`src/rtl/ft245_pkg.sv`:
```
// Shared types and constants for the FT245 synchronous-FIFO bus arbiter.
package ft245_pkg;

  typedef enum logic [2:0] {
    IDLE    = 3'd0,
    RX_OE   = 3'd1,
    RX_RD   = 3'd2,
    RX_TURN = 3'd3,
    TX      = 3'd4
  } ft_state_e;

  localparam logic FT_ASSERT   = 1'b0;
  localparam logic FT_DEASSERT = 1'b1;

  localparam int BYTE_W = 8;
  localparam int CNT_W  = 32;

  function automatic int max_int(input int a, input int b);
    return (a > b) ? a : b;
  endfunction

endpackage

```
`src/rtl/ft245_rx_skid.sv`:
```
// Two-entry first-word-fall-through FIFO buffering bytes read from the FT chip.
module ft245_rx_skid
  import ft245_pkg::*;
(
  input  logic              clk,
  input  logic              rst,
  input  logic              push,
  input  logic [BYTE_W-1:0] push_data,
  input  logic              pop,
  output logic [BYTE_W-1:0] pop_data,
  output logic              full,
  output logic              empty
);

  logic [BYTE_W-1:0] mem_r [2];
  logic              wr_ptr_r;
  logic              rd_ptr_r;
  logic [1:0]        count_r;
  logic              do_push_s;
  logic              do_pop_s;

  assign do_push_s = push && (count_r != 2'd2);
  assign do_pop_s  = pop && (count_r != 2'd0);

  // Storage has no reset; occupancy is tracked by the pointers and count.
  always_ff @(posedge clk) begin
    if (do_push_s) begin
      mem_r[wr_ptr_r] <= push_data;
    end
  end

  // Pointer and occupancy bookkeeping.
  always_ff @(posedge clk) begin
    if (rst) begin
      wr_ptr_r <= 1'b0;
      rd_ptr_r <= 1'b0;
      count_r  <= 2'd0;
    end else begin
      if (do_push_s) begin
        wr_ptr_r <= ~wr_ptr_r;
      end
      if (do_pop_s) begin
        rd_ptr_r <= ~rd_ptr_r;
      end
      case ({do_push_s, do_pop_s})
        2'b10:   count_r <= count_r + 2'd1;
        2'b01:   count_r <= count_r - 2'd1;
        default: count_r <= count_r;
      endcase
    end
  end

  assign pop_data = mem_r[rd_ptr_r];
  assign full     = (count_r == 2'd2);
  assign empty    = (count_r == 2'd0);

endmodule

```
`src/rtl/ft245_sync_bus_arbiter.sv`:
```
// Time-shares the FT2232H FT245 synchronous bus between the TX and RX streams
// with round-robin arbitration and per-direction burst limits.
module ft245_sync_bus_arbiter
  import ft245_pkg::*;
#(
  parameter int TX_BURST_MAX = 64,
  parameter int RX_BURST_MAX = 64
) (
  input  logic              clk_i,
  input  logic              rst_i,
  input  logic              rxf_i,
  input  logic              txe_i,
  input  logic [BYTE_W-1:0] adbus_i,
  output logic [BYTE_W-1:0] adbus_o,
  output logic              adbus_oe_o,
  output logic              oe_o,
  output logic              rd_o,
  output logic              wr_o,
  input  logic [BYTE_W-1:0] tx_data_i,
  input  logic              tx_valid_i,
  output logic              tx_ready_o,
  output logic [BYTE_W-1:0] rx_data_o,
  output logic              rx_valid_o,
  input  logic              rx_ready_i,
  output logic [CNT_W-1:0]  tx_bytes_o,
  output logic [CNT_W-1:0]  rx_bytes_o
);

  localparam int BURST_W = $clog2(max_int(TX_BURST_MAX, RX_BURST_MAX)) + 1;
  localparam logic [BURST_W-1:0] TX_LAST = BURST_W'(TX_BURST_MAX - 1);
  localparam logic [BURST_W-1:0] RX_LAST = BURST_W'(RX_BURST_MAX - 1);

  ft_state_e          state_r;
  logic [BURST_W-1:0] burst_cnt_r;
  logic               last_grant_rx_r;
  logic [CNT_W-1:0]   tx_bytes_r;
  logic [CNT_W-1:0]   rx_bytes_r;

  logic skid_full_s;
  logic skid_empty_s;
  logic rx_req_s;
  logic tx_req_s;
  logic rd_fire_s;
  logic wr_fire_s;

  assign rx_req_s  = !rxf_i && !skid_full_s;
  assign tx_req_s  = tx_valid_i && !txe_i;
  // Strobes follow the FT flags combinationally so a flag change never loses a byte.
  assign rd_fire_s = (state_r == RX_RD) && rx_req_s;
  assign wr_fire_s = (state_r == TX) && tx_req_s;

  assign rd_o       = rd_fire_s ? FT_ASSERT : FT_DEASSERT;
  assign wr_o       = wr_fire_s ? FT_ASSERT : FT_DEASSERT;
  assign tx_ready_o = wr_fire_s;
  assign oe_o       = ((state_r == RX_OE) || (state_r == RX_RD)) ? FT_ASSERT : FT_DEASSERT;
  assign adbus_oe_o = (state_r == TX);
  assign adbus_o    = tx_data_i;
  assign tx_bytes_o = tx_bytes_r;
  assign rx_bytes_o = rx_bytes_r;
  assign rx_valid_o = !skid_empty_s;

  // Bus sequencing, arbitration and byte counting.
  always_ff @(posedge clk_i) begin
    if (rst_i) begin
      state_r         <= IDLE;
      burst_cnt_r     <= '0;
      last_grant_rx_r <= 1'b0;
      tx_bytes_r      <= '0;
      rx_bytes_r      <= '0;
    end else begin
      case (state_r)
        IDLE: begin
          burst_cnt_r <= '0;
          if (rx_req_s && (!tx_req_s || !last_grant_rx_r)) begin
            state_r <= RX_OE;
          end else if (tx_req_s) begin
            state_r <= TX;
          end else begin
            state_r <= IDLE;
          end
        end
        RX_OE: begin
          state_r <= RX_RD;
        end
        RX_RD: begin
          if (rd_fire_s) begin
            rx_bytes_r  <= rx_bytes_r + CNT_W'(1);
            burst_cnt_r <= burst_cnt_r + BURST_W'(1);
          end
          if (!rx_req_s || (burst_cnt_r == RX_LAST)) begin
            state_r         <= RX_TURN;
            last_grant_rx_r <= 1'b1;
          end
        end
        RX_TURN: begin
          state_r <= IDLE;
        end
        TX: begin
          if (wr_fire_s) begin
            tx_bytes_r  <= tx_bytes_r + CNT_W'(1);
            burst_cnt_r <= burst_cnt_r + BURST_W'(1);
          end
          if (!tx_req_s || (burst_cnt_r == TX_LAST)) begin
            state_r         <= IDLE;
            last_grant_rx_r <= 1'b0;
          end
        end
        default: begin
          state_r <= IDLE;
        end
      endcase
    end
  end

  ft245_rx_skid u_rx_skid (
    .clk       (clk_i),
    .rst       (rst_i),
    .push      (rd_fire_s),
    .push_data (adbus_i),
    .pop       (rx_valid_o && rx_ready_i),
    .pop_data  (rx_data_o),
    .full      (skid_full_s),
    .empty     (skid_empty_s)
  );

endmodule

```
`config.mk`:
```
export PLATFORM = sky130hd
export DESIGN_NAME = ft245_sync_bus_arbiter
export DESIGN_NICKNAME = d
export VERILOG_FILES = /design/src/rtl/ft245_pkg.sv /design/src/rtl/ft245_rx_skid.sv /design/src/rtl/ft245_sync_bus_arbiter.sv
export SDC_FILE = /design/constraint.sdc
export NUM_CORES = 1
export LEC_CHECK = 0
export ABC_CLOCK_PERIOD_IN_PS = 3800
export BUFFER_PORTS_ARGS = -buffer_cell sky130_fd_sc_hd__buf_2
export CAP_MARGIN = 20
export CORE_MARGIN = 8
export CORE_UTILIZATION = 50
export DETAILED_ROUTE_END_ITERATION = 7
export GPL_TIMING_DRIVEN = 0
export PLACE_DENSITY_LB_ADDON = 0.05
export SLEW_MARGIN = 25
export SYNTH_ARGS = -nofsm -noshare
export SYNTH_HDL_FRONTEND = slang
export SYNTH_SLANG_ARGS = --single-unit
```
`constraint.sdc`:
```
create_clock -name clk_i -period 3.8 [get_ports clk_i]
set_clock_uncertainty 0.2 [all_clocks]
set_input_delay 0.19 -clock clk_i [delete_from_list [all_inputs] [get_ports clk_i]]
set_output_delay 0.19 -clock clk_i [all_outputs]
set_load 0.01 [all_outputs]
```
# Yosys cells after proc, flatten, opt, wreduce, memory -nomap -nowiden
# Memories as Yosys holds them, arrays and structs flattened. A register that Yosys moved wholly into a read port is not among the register bits.
# Cells that the tools add are included.
[word_totals]
output_inout_bits = 86
memories = 1
romBits = 0
ff_bits = 79
elab_cells = 77
latchBits = 0
mem_bits_rw = 16
[classes]
n_div = 0
reduce_logical = 30
n_lt_le_gt_ge = 0
mux = 19
n_addsub = 5
bitwise = 2
multipliers = 0
eq_ne = 12
shifts = 0
[mem_list]
columns = ["name", "depth", "width", "read_ports", "rd_ports_with_merged_regs", "write_ports", "line_no", "rtl"]
rows = [
  ["u_rx_skid.mem_r", 2, 8, 1, 1, 1, "ft245_rx_skid.sv:15", "logic [BYTE_W-1:0] mem_r [2];"],
]
[op_table]
columns = ["cell", "n"]
rows = [
  ["$add A32 B1 Y32 const B", 2],
  ["$pmux W7 S3", 1],
  ["$mux W7", 2],
  ["$mux W3", 4],
  ["$pmux W3 S4", 1],
  ["$mux W1", 9],
  ["$logic_and A1 B1 Y1", 8],
  ["$add A7 B1 Y7 const B", 1],
  ["$eq A7 B6 Y1 const B", 1],
  ["$logic_not A1 Y1", 7],
  ["$ne A2 B1 Y1 const B", 3],
  ["$reduce_and A2 Y1", 3],
  ["$reduce_and A3 Y1", 2],
  ["$reduce_bool A2 Y1", 3],
  ["$eq A2 B2 Y1 const B", 2],
  ["$logic_or A1 B1 Y1", 4],
  ["$ne A2 B2 Y1 const B", 2],
  ["$pmux W2 S2", 1],
  ["$eq A3 B1 Y1 const B", 1],
  ["$eq A3 B2 Y1 const B", 1],
  ["$eq A3 B3 Y1 const B", 1],
  ["$logic_not A3 Y1", 1],
  ["$reduce_bool A3 Y1", 1],
  ["$add A2 B1 Y2 const B", 1],
  ["5 further kinds", 6],
]

# Logic depth before layout (Yosys ltp)
# Gate-level depths: netlist of the first run.
[depth]
word_depth = 7
depth_mapped = 8

# Hierarchy
# From an unflattened synthesis of the first run, not the netlist that was laid out.
[hier_totals]
cells_unflattened = 484
hier_area_um2 = 4416.7
[by_module_without_submodules]
columns = ["module", "n_inst", "cells_per_inst", "area_each_um2", "seq_area_each_um2"]
rows = [
  ["ft245_sync_bus_arbiter", 1, 433, 3618.5, 1501.4],
  ["ft245_rx_skid", 1, 51, 798.3, 580.6],
]

# Worst setup path before layout of the first run
# No wires, ideal clock.
[synth_path]
path_type = "register to register"
from = "register tx_bytes_r[4] (netlist: tx_bytes_o[4])"
to = "register tx_bytes_r[31] (netlist: tx_bytes_o[31])"
path_buffers = 1
path_stages_with_launch = 7
t_required_ns = 3.529
slack_ns = 1.284
setup_time_ns = 0.071
arrival_ns = 2.245
cell_sequence = "dfxtp_1 nand4_1 or4_1 buf_2 or4_4 or3_1 a21oi_1"
[synth_between]
elab_chain_len = 1
[synth_lines]
columns = ["item", "line_no", "rtl"]
rows = [
  ["start, declared", "ft245_sync_bus_arbiter.sv:36", "logic [CNT_W-1:0] tx_bytes_r;"],
  ["start signal, assigned", "ft245_sync_bus_arbiter.sv:100", "tx_bytes_r <= tx_bytes_r + CNT_W'(1);"],
  ["$add A32 B1 Y32", "ft245_sync_bus_arbiter.sv:100", ""],
]
# No other way between the ends.
# A chain may end at the register's enable or synchronous reset.

# Worst setup path after layout of the first run
[layout_path]
from = "register state_r[1]"
to = "memory u_rx_skid.mem_r[0][6], enable pin"
[layout_between]
elab_chain_len = 5
[layout_lines]
columns = ["item", "line_no", "rtl"]
rows = [
  ["start, declared", "ft245_sync_bus_arbiter.sv:33", "ft_state_e state_r;"],
  ["start signal, assigned", "ft245_sync_bus_arbiter.sv:65", "state_r <= IDLE;"],
  ["start signal, assigned", "ft245_sync_bus_arbiter.sv:75", "state_r <= RX_OE;"],
  ["start signal, assigned", "ft245_sync_bus_arbiter.sv:77", "state_r <= TX;"],
  ["$eq A3 B2 Y1", "ft245_sync_bus_arbiter.sv:49", "assign rd_fire_s = (state_r == RX_RD) && rx_req_s;"],
  ["$logic_and A1 B1 Y1", "ft245_sync_bus_arbiter.sv:49", ""],
  ["$logic_and A1 B1 Y1", "ft245_rx_skid.sv:22", "assign do_push_s = push && (count_r != 2'd2);"],
  ["$mux W1", "ft245_rx_skid.sv:27", "if (do_push_s) begin"],
  ["$mux W1 (not written as such)", "ft245_rx_skid.sv:28", "mem_r[wr_ptr_r] <= push_data;"],
  ["end, declared", "ft245_rx_skid.sv:15", ""],
]
# No other way between the ends.

==> out/summary.txt, run 1 <==
Rel. slew slack = 47.7%
Number of synthesized flops with an enable pin = 16
Tot GR Track Use = 16.8%
Core Box Area = 8590 µm²
DR pass1 iterations = 4
H-tree depth = 3
Sequential-to-total area share from yosys stat = 47.6%
Unrepaired setup endpoints after global routing = no
Ant diodes = 0
PwrDens = 352 nW/µm²
# IOs = 108
Syn nets = 505
# DRC = 0
Port-buffer cells = 98
Async set-reset flop share out of synthesis = 0%
Via density = 5.16
Largest net degree at the start of global routing = 16
GR Overflow Total = 0
Ys Warns = 0
Routability cong. = 0.788
Int Pwr = 1.37 mW
Synthesis-to-finish area growth = 20.1%
Worst EP required = 3590 ps
Number of global-route vias before repair = 3,462
Hold Fails Final Rpt = 0
Worst hold path depth = 3
Switch share = 25.8%
Dpl cells = 685
Post-Syn Instances = 479
Final Non-Filler Cells = 709
Final Setup Violations = 0
Antenna viol nets, final = 0
Initial Util = 50.9%
Leakage power = 2.04 nW
Num CTS Buffers = 9
HPWL Detailed = 7360 µm
Logic pwr share = 10.3%
Die area = 12,000 µm²
Min Tclk post-route = 2870 ps
Predominant post-synthesis flop cell = dfxtp_1
WL final = 10,000 µm
Crit path max fanout = 8
CTS tree = done
Maximum clock rate = 349 MHz
Sequential Power Share = 58.1%
Cts hold-fix bufs = 8
Switch Pwr = 477 µW
Cell row count = 34
Root buf cell = clkbuf_8
Synth unique cells = 46
Clk sinks = 96
Max-cap violations = 0
Hold WS = 17.9 ps
WL per Instance = 14.1 µm
Worst slew pin tran = 778 ps
Clock Tree Buf Depth = 2
Status = finished clean
Seq cells post-synth = 96
Final period util = 75.4%
Post-Synthesis Cell Area = 4370 µm²
Max-slew violation count = 0
Reg clk slew, reported paths = 90 ps
Hold Path Class = input pin to register
Critical path class = register to register
Setup TNS Final = 0 ps
Vias post-DR = 3,655
R2r setup slk = 930 ps
DR iter-0 viols = 114
Layout cells sized above 1 = 22.8%
Crit. End Element = register
Die Wd = 110 µm
Maximum VDD drop = 217 µV
Height of the chip = 110 µm
Nets = 622
Most common cell after layout, fill and taps aside = buf_2
Avg Synthesized Cell Area = 9.13 µm²
Total Power = 1.85 mW
Initial antenna violation count = 0
Global-route wire length before repair = 16,300 µm
R2r worst-path depth = 5
Clk_lat worst skew = 360 ps
Arr. time, crit path = 2650 ps
Most frequent cells in the layout = buf_2, nor2_1, dfxtp_1, xnor2_1, nand2_1
CTS resizes = 0
Crit start category = register
Clk pwr share = 31.7%
Post-CTS setup buffers = 0
worst max-delay path, stage by stage, from the launching register on:
cell	delay (ps)
dfxtp_1	450
or3b_1	360
clkbuf_1	180
nor3_2	580
inv_1	140
nor2_1	590
logic make-up after synthesis:
family,share of synthesized area [%]
fa+ha+maj,1.14
flops,47.6
xor+xnor,12.0
compound gates,4.95
simple gates,26.9
mux,3.03
buf+inv,4.40
power groups by stage:
stage / combinational (mW) / clock [mW] / sequential, mW
finish: 0.190 / 0.586 / 1.07
global route: 0.214 / 0.644 / 1.08
CTS: 0.193 / 0.606 / 1.07
detailed placement: 0.186 / 0 / 1.10
global placement: 0.183 / 0 / 1.10
floorplan: 0.128 / 0 / 1.09
worst paths after layout:
kind | end | from
worst min register to register | tx_bytes_o[31]$_SDFFE_PP0P_ | tx_bytes_o[31]$_SDFFE_PP0P_
worst max-delay path | u_rx_skid.mem_r[0][6]$_DFFE_PP_ | state_r[1]$_SDFFE_PP0P_
worst max register to register | u_rx_skid.mem_r[0][6]$_DFFE_PP_ | state_r[1]$_SDFFE_PP0P_
worst min-delay path | rx_bytes_o[26]$_SDFFE_PP0P_ | rst_i
final cells by class:
cell class,instances,area [µm²]
Fill cell,795,3340
Sequential cell,96,2080
Multi-Input combinational cell,340,2110
Buffer,27,133
Tap cell,108,135
Timing Repair Buffer,106,571
Clock inverter,6,36.3
Inverter,16,60.1
Clock buffer,10,128
per-layer routing:
layer	GRT usage (%)	share of wire [%]
met1	21.6	46
met5	0	0
met2	27.5	47
met3	3.05	5.5
met4	6.46	1.3
stage by stage:
step / cell area (µm²) / worst slack (ps) / util (%)
after floorplan: 4370 / 1280 / -
after global placement: 5000 / 947 / 58.2
final: 5250 / 934 / 61.1
after detailed placement: 5000 / 885 / 58.2
after CTS: 5240 / 886 / 61.0
after global routing: 5250 / 745 / 61.1
synth_stat cells (all sizes together) (3+ instances only):
| cell | instances | area share, % |
|---|---|---|
| nor2 | 81 | 7.0 |
| dfxtp | 80 | 37 |
| xnor2 | 34 | 6.8 |
| nand2 | 33 | 2.8 |
| xor2 | 26 | 5.2 |
| nand4 | 25 | 3.6 |
| nor4 | 17 | 2.6 |
| edfxtp | 16 | 11 |
| inv | 16 | 1.4 |
| clkbuf | 15 | 1.3 |
| nand3 | 14 | 1.6 |
| buf | 12 | 1.7 |
| a21oi | 11 | 1.3 |
| o21ai | 11 | 1.3 |
| mux2 | 10 | 2.6 |
| nor3 | 10 | 1.3 |
| and2 | 8 | 1.1 |
| and3 | 8 | 1.1 |
| or3 | 8 | 1.1 |
| nor2b | 7 | 1.0 |
| or4 | 6 | 1.1 |
| and4 | 4 | 0.80 |
| ha | 4 | 1.1 |
| o2111ai | 3 | 0.60 |
registers in the layout, summed over array words and instances, names as in the netlist, named ones only:
signal              flops
u_rx_skid.rd_ptr_r      1
last_grant_rx_r         1
tx_bytes_o             32
burst_cnt_r             7
state_r                 3
rx_bytes_o             32
u_rx_skid.wr_ptr_r      1
u_rx_skid.count_r       2
u_rx_skid.mem_r        16
Note: power is estimated with default switching activity, not from simulation.
==> run 2, diff against run 1 <==
- ABC_CLOCK_PERIOD_IN_PS: 3800 -> 2550
- CORE_UTILIZATION: 50 -> 48
- clock period: 3.8 -> 2.55 ns (I/O delays scaled with it)
==> run 2 against run 1 <==
The flow now finishes with violations (negative setup slack). Sequential share of layout area down 0.98 points. First-iteration DRC count up 18%. Die area up 3.6%. Combinational power up 59%. Total power up 60%. Worst hold slack better by 23 ps. Cell area up 3.5%. Core utilization down 0.89 points. Routed wire length up 4.0%. Flip-flop and latch count unchanged. Highest routed layer unchanged.
==> out/summary.txt, run 2 (synthesized netlist as in run 1, its figures left out) <==
Arr. time, crit path = 2640 ps (about the same)
Hold WS = 40.9 ps (+23.0 ps)
DR pass1 iterations = 4 (unchanged)
Maximum clock rate = 392 MHz (+12%)
Largest net degree at the start of global routing = 16 (unchanged)
Clk pwr share = 35.7% (+4.0 points)
Placement Cell Area = 5000 µm² (about the same)
Die area = 12,400 µm² (+3.6%)
Most common cell after layout, fill and taps aside = buf_2
Hold Fails Final Rpt = 0 (unchanged)
Initial antenna violation count = 0 (unchanged)
Layout cells sized above 1 = 26.4% (+3.6 points)
GR Overflow Total = 0 (unchanged)
Global-route wire length before repair = 17,300 µm (+5.7%)
Reg clk slew, reported paths = 90 ps (about the same)
H-tree depth = 3 (unchanged)
Initial Util = 48.5% (-2.4 points)
# IOs = 108 (unchanged)
Final period util = 100% (+25 points)
Nets = 631 (+1.4%)
Leakage power = 2.12 nW (+4.1%)
Clk_lat worst skew = 350 ps (about the same)
Cell row count = 35 (+2.9%)
Max-cap violations = 0 (unchanged)
Synthesis-to-finish area growth = 24.2%
Int Pwr = 2.25 mW (+64%)
Ant diodes = 0 (unchanged)
Final worst slack = -2.20 ps (-937 ps)
Port-buffer cells = 98 (unchanged)
Core Box Area = 9020 µm² (+5.0%)
Switch Pwr = 710 µW (+49%)
Worst EP required = 2640 ps (-950 ps)
Pre-CTS setup slack = -338 ps (-1220 ps)
Worst slew pin tran = 652 ps (-126 ps)
CTS tree = done
Max-slew violation count = 0 (unchanged)
Crit path max fanout = 7 (-1)
Rel. slew slack = 56.2% (+8.5 points)
Sequential Power Share = 54.1% (-4.0 points)
Routability cong. = 0.791 (+0.41%)
Total Power = 2.96 mW (+60%)
Critical path class = register to register
Status = complete, but fails checks
PwrDens = 545 nW/µm² (+55%)
Die Wd = 111 µm (+1.8%)
WL per Instance = 14.5 µm (+2.3%)
Min Tclk post-route = 2550 ps (-313 ps)
Hold Path Class = input pin to register
Crit. End Element = register
Final Setup Violations = 1 (+1)
Final instance area = 5430 µm² (+3.5%)
# DRC = 0 (unchanged)
Vias post-DR = 3,754 (+2.7%)
Switch share = 24.0% (-1.8 points)
Number of global-route vias before repair = 3,600 (+4.0%)
Root buf cell = clkbuf_8
Logic pwr share = 10.2% (about the same)
Crit start category = register
Unrepaired setup endpoints after global routing = yes
Tot GR Track Use = 16.4% (-0.44 points)
Failing checks = negative setup slack
Most frequent cells in the layout = buf_2, nor2_1, dfxtp_1, xnor2_1, nand2_1
Via density = 5.21 (+1.0%)
HPWL Detailed = 7520 µm (+2.1%)
Clock Tree Buf Depth = 2 (unchanged)
Clk sinks = 96 (unchanged)
WL final = 10,400 µm (+4.0%)
Maximum VDD drop = 255 µV (+18%)
Num CTS Buffers = 9 (unchanged)
Antenna viol nets, final = 0 (unchanged)
Final core utilization = 60.2% (-0.89 points)
Height of the chip = 111 µm (+1.8%)
DR iter-0 viols = 135 (+18%)
run 2: worst paths after layout:
check / endpoint / slack, ps / depth (start not counted) / start
worst max-delay path: tx_bytes_o[31]$_SDFFE_PP0P_ / -2 / 6 / tx_bytes_o[7]$_SDFFE_PP0P_
worst min-delay path: u_rx_skid.rd_ptr_r$_SDFFE_PP0P_ / 40 / 4 / rx_ready_i
worst max register to register: tx_bytes_o[31]$_SDFFE_PP0P_ / -2 / 6 / tx_bytes_o[7]$_SDFFE_PP0P_
worst min register to register: tx_bytes_o[1]$_SDFFE_PP0P_ / 300 / 2 / tx_bytes_o[1]$_SDFFE_PP0P_
run 2: power groups by stage:
stage	combinational, mW	clock [mW]	sequential, mW
2_1_floorplan	0.191	0	1.63
3_5_place_dp	0.277	0	1.64
5_1_grt	0.335	1.13	1.61
3_3_place_gp	0.273	0	1.63
6_report	0.302	1.06	1.60
4_1_cts	0.296	1.09	1.60
run 2: final cells by class:
| class | count | area, µm² |
|---|---|---|
| timing repair buffer | 115 | 641 |
| sequential | 96 | 2100 |
| clock buffer | 9 | 124 |
| clock inverter | 7 | 86.3 |
| inverter | 16 | 60.1 |
| fill | 835 | 3590 |
| buffer | 27 | 136 |
| multi-input combinational | 340 | 2150 |
| tap | 111 | 139 |
run 2: timing repair:
action                     in CTS  in global routing
gates resized for setup        14                 11
hold endpoints to repair       20                  0
setup endpoints to repair      36                 19
gates cloned                    0                  0
pin swaps                       2                  1
buffers inserted                4                  4
hold buffers                    9                  0
run 2: critical path, cell delays in order, from the launching register on:
cell,delay [ps]
dfxtp_1,420
inv_1,70
or4_1,540
buf_2,180
or4_4,560
or3_1,380
a21oi_2,130
run 2: stage by stage:
step | cells | TNS [ps]
2_1_floorplan | 479 | 0
5_1_grt | 721 | -95.8
3_3_place_gp | 688 | -4140
4_1_cts | 717 | -11.5
6_report | 721 | -2.20
3_5_place_dp | 688 | -5240
run 2: per-layer routing:
metal	part of all wire (%)	GRT usage [%]	wire, µm	vias up
met5	0	0	0	-
met4	1.1	6.22	116	0
met3	5.3	3.98	556	10
met2	48	28.0	5030	87
met1	45	19.3	4730	1758
li1	-	-	-	1899
==> run 3, diff against run 2 <==
--- a/config.mk
+++ b/config.mk
@@ -10,5 +10,5 @@
 export CAP_MARGIN = 20
 export CORE_MARGIN = 8
-export CORE_UTILIZATION = 48
+export CORE_UTILIZATION = 36
 export DETAILED_ROUTE_END_ITERATION = 7
 export GPL_TIMING_DRIVEN = 0
==> constraint.sdc (replaced) <==
create_clock -name clk_i -period 2.55 [get_ports clk_i]
set_clock_uncertainty 0.2 [all_clocks]
set_input_delay 0.255 -clock clk_i [delete_from_list [all_inputs] [get_ports clk_i]]
set_output_delay 0.255 -clock clk_i [all_outputs]
set_load 0.01 [all_outputs]
==> run 3 against run 2 <==
The flow now finishes without violations. First-iteration DRC count grew 22%. Cell count increased by 4.4%. Register-to-register slack gained 110 ps. Global-route usage is 2.8 points lower. Flip-flop and latch count stayed put. Critical path depth up 1. Critical path type unchanged. Largest power group unchanged. Highest routed layer unchanged.
==> out/summary.txt, run 3 (synthesized netlist as in run 1, its figures left out) <==
Via density = 4.93 (-5.3%)
Initial antenna violation count = 0 (unchanged)
Min Tclk post-route = 2440 ps (-111 ps)
Port-buffer cells = 98 (unchanged)
Hold Fails Final Rpt = 0 (unchanged)
Core Box Area = 12,000 µm² (+33%)
Die area = 15,900 µm² (+28%)
Arr. time, crit path = 2510 ps (-130 ps)
Most frequent cells in the layout = buf_2, nor2_1, dfxtp_1, xnor2_1, nand2_1
Rel. slew slack = 55.7% (-0.49 points)
Filler cell count = 1,183 (+42%)
Crit path max fanout = 7 (unchanged)
Final period util = 95.7% (-4.4 points)
Most common cell after layout, fill and taps aside = buf_2
Cell chain of the critical path = or3b_1 -> clkbuf_4 -> nor3_4 -> inv_2 -> ha_1 -> or3_1 -> a21oi_1
Min-Delay Startpoint = rst_i
Max-cap violations = 0 (unchanged)
Critical path class = register to register
PwrDens = 573 nW/µm² (+5.2%)
Leakage power = 2.15 nW (+1.5%)
Clock Tree Buf Depth = 2 (unchanged)
Critical Path Max Stage Delay = 400 ps (-160 ps)
R2r endpoint = u_rx_skid.count_r[1]$_SDFFE_PP0P_
Setup TNS Final = 0 ps (+2.20 ps)
Cell row count = 40 (+14%)
CTS tree = done
R2r setup slk = 110 ps (+110 ps)
Synthesis-to-finish area growth = 26.0%
Crit. End Element = register
R2r worst-path depth = 7 (+1)
WL per Instance = 14.3 µm (-0.98%)
Nets = 628 (-0.48%)
Clk sinks = 96 (unchanged)
Root buf cell = clkbuf_16
# DRC = 0 (unchanged)
Global-route wire length before repair = 17,500 µm (+1.2%)
GR Overflow Total = 0 (unchanged)
Max-slew violation count = 0 (unchanged)
Crit start category = register
Routability cong. = 0.813 (+2.7%)
Worst EP required = 2620 ps (-20 ps)
Largest net degree at the start of global routing = 15 (-1)
Height of the chip = 126 µm (+13%)
Maximum VDD drop = 231 µV (-9.5%)
WHS Endpoint = rx_bytes_o[24]$_SDFFE_PP0P_
DR iter-0 viols = 165 (+22%)
Die Wd = 126 µm (+13%)
Hold Path Class = input pin to register
Reg clk slew, reported paths = 60 ps (-30 ps)
Maximum clock rate = 410 MHz (+4.6%)
Final Setup Violations = 0 (-1)
Worst path top cell family by delay = simple AND/OR/NAND/NOR gates
Total Power = 3.16 mW (+6.6%)
Ant diodes = 0 (unchanged)
Worst hold path depth = 3 (-1)
Worst slew pin tran = 659 ps (+7.29 ps)
Unrepaired setup endpoints after global routing = yes
Vias post-DR = 3,711 (-1.1%)
H-tree depth = 3 (unchanged)
WL final = 10,800 µm (+3.4%)
Crit path buffers/inverters = 2 (unchanged)
# IOs = 108 (unchanged)
Reg2reg start = state_r[1]$_SDFFE_PP0P_
Num CTS Buffers = 9 (unchanged)
Layout cells sized above 1 = 26.6% (+0.17 points)
Final core utilization = 46.1% (-14 points)
Tot GR Track Use = 13.5% (-2.8 points)
Status = finished clean
Clk_lat worst skew = 340 ps (about the same)
CP max-delay cell = dfxtp_2
DR pass1 iterations = 5 (+1)
Initial Util = 36.6% (-12 points)
HPWL Detailed = 7830 µm (+4.2%)
Number of global-route vias before repair = 3,486 (-3.2%)
Antenna viol nets, final = 0 (unchanged)
run 3: tightest hold or removal path, delay by kind of cell:
family / cells / cell delay (ps)
buffers and inverters: 1 / 170
and+or+nand+nor: 2 / 170
run 3: layout make-up:
cell class | instances | area, µm² | share of cell area [%]
Multi-Input combinational cell | 340 | 2140 | 38.8
Sequential cell | 96 | 2100 | 38.1
Inverter | 16 | 60.1 | 1.09
Clock buffer | 11 | 253 | 4.59
Buffer | 26 | 133 | 2.41
Timing Repair Buffer | 113 | 623 | 11.3
Tap cell | 147 | 184 | 3.34
Clock inverter | 4 | 20.0 | 0.363
run 3: how the worst max path moves through the flow:
stage | start | end | slack (ps) | depth (start not counted)
after floorplan | tx_bytes_o[4]$_SDFFE_PP0P_ | tx_bytes_o[31]$_SDFFE_PP0P_ | 30 | 6
after global placement | state_r[1]$_SDFFE_PP0P_ | u_rx_skid.mem_r[0][0]$_DFFE_PP_ | -380 | 5
after detailed placement | state_r[1]$_SDFFE_PP0P_ | u_rx_skid.mem_r[0][1]$_DFFE_PP_ | -390 | 5
after CTS | state_r[2]$_SDFFE_PP0P_ | tx_bytes_o[31]$_SDFFE_PP0P_ | -20 | 5
after global routing | u_rx_skid.count_r[1]$_SDFFE_PP0P_ | last_grant_rx_r$_SDFFE_PP0P_ | -30 | 7
final | state_r[1]$_SDFFE_PP0P_ | u_rx_skid.count_r[1]$_SDFFE_PP0P_ | 110 | 7
run 3: where the power goes:
part           switching (mW)  internal [mW]  total (mW)
sequential             0.0304           1.57        1.60
combinational           0.164          0.135       0.299
clock                   0.555          0.702        1.26
run 3: per-layer routing:
metal	track usage [%]	vias up	share of wire [%]
met5	0	-	0
li1	-	1898	-
met2	21.4	75	46
met3	3.80	12	5.2
met1	16.9	1726	47
met4	6.02	0	1.7
run 3: repair_timing:
item,in CTS,in global routing
buffers inserted,4,3
hold endpoints to repair,16,0
resized for setup,13,10
endpoints found under the setup margin,30,22
pin swaps,2,1
hold buffers,8,0
run 3: metrics by stage:
stage,std cells,cell area (µm²),hold slack [ps],setup slack (ps)
after floorplan,479,4370,154,34.1
after global placement,724,5050,245,-379
after detailed placement,724,5060,247,-393
after CTS,751,5470,102,-22.2
after global routing,753,5510,124,-26.2
final,753,5510,112,109
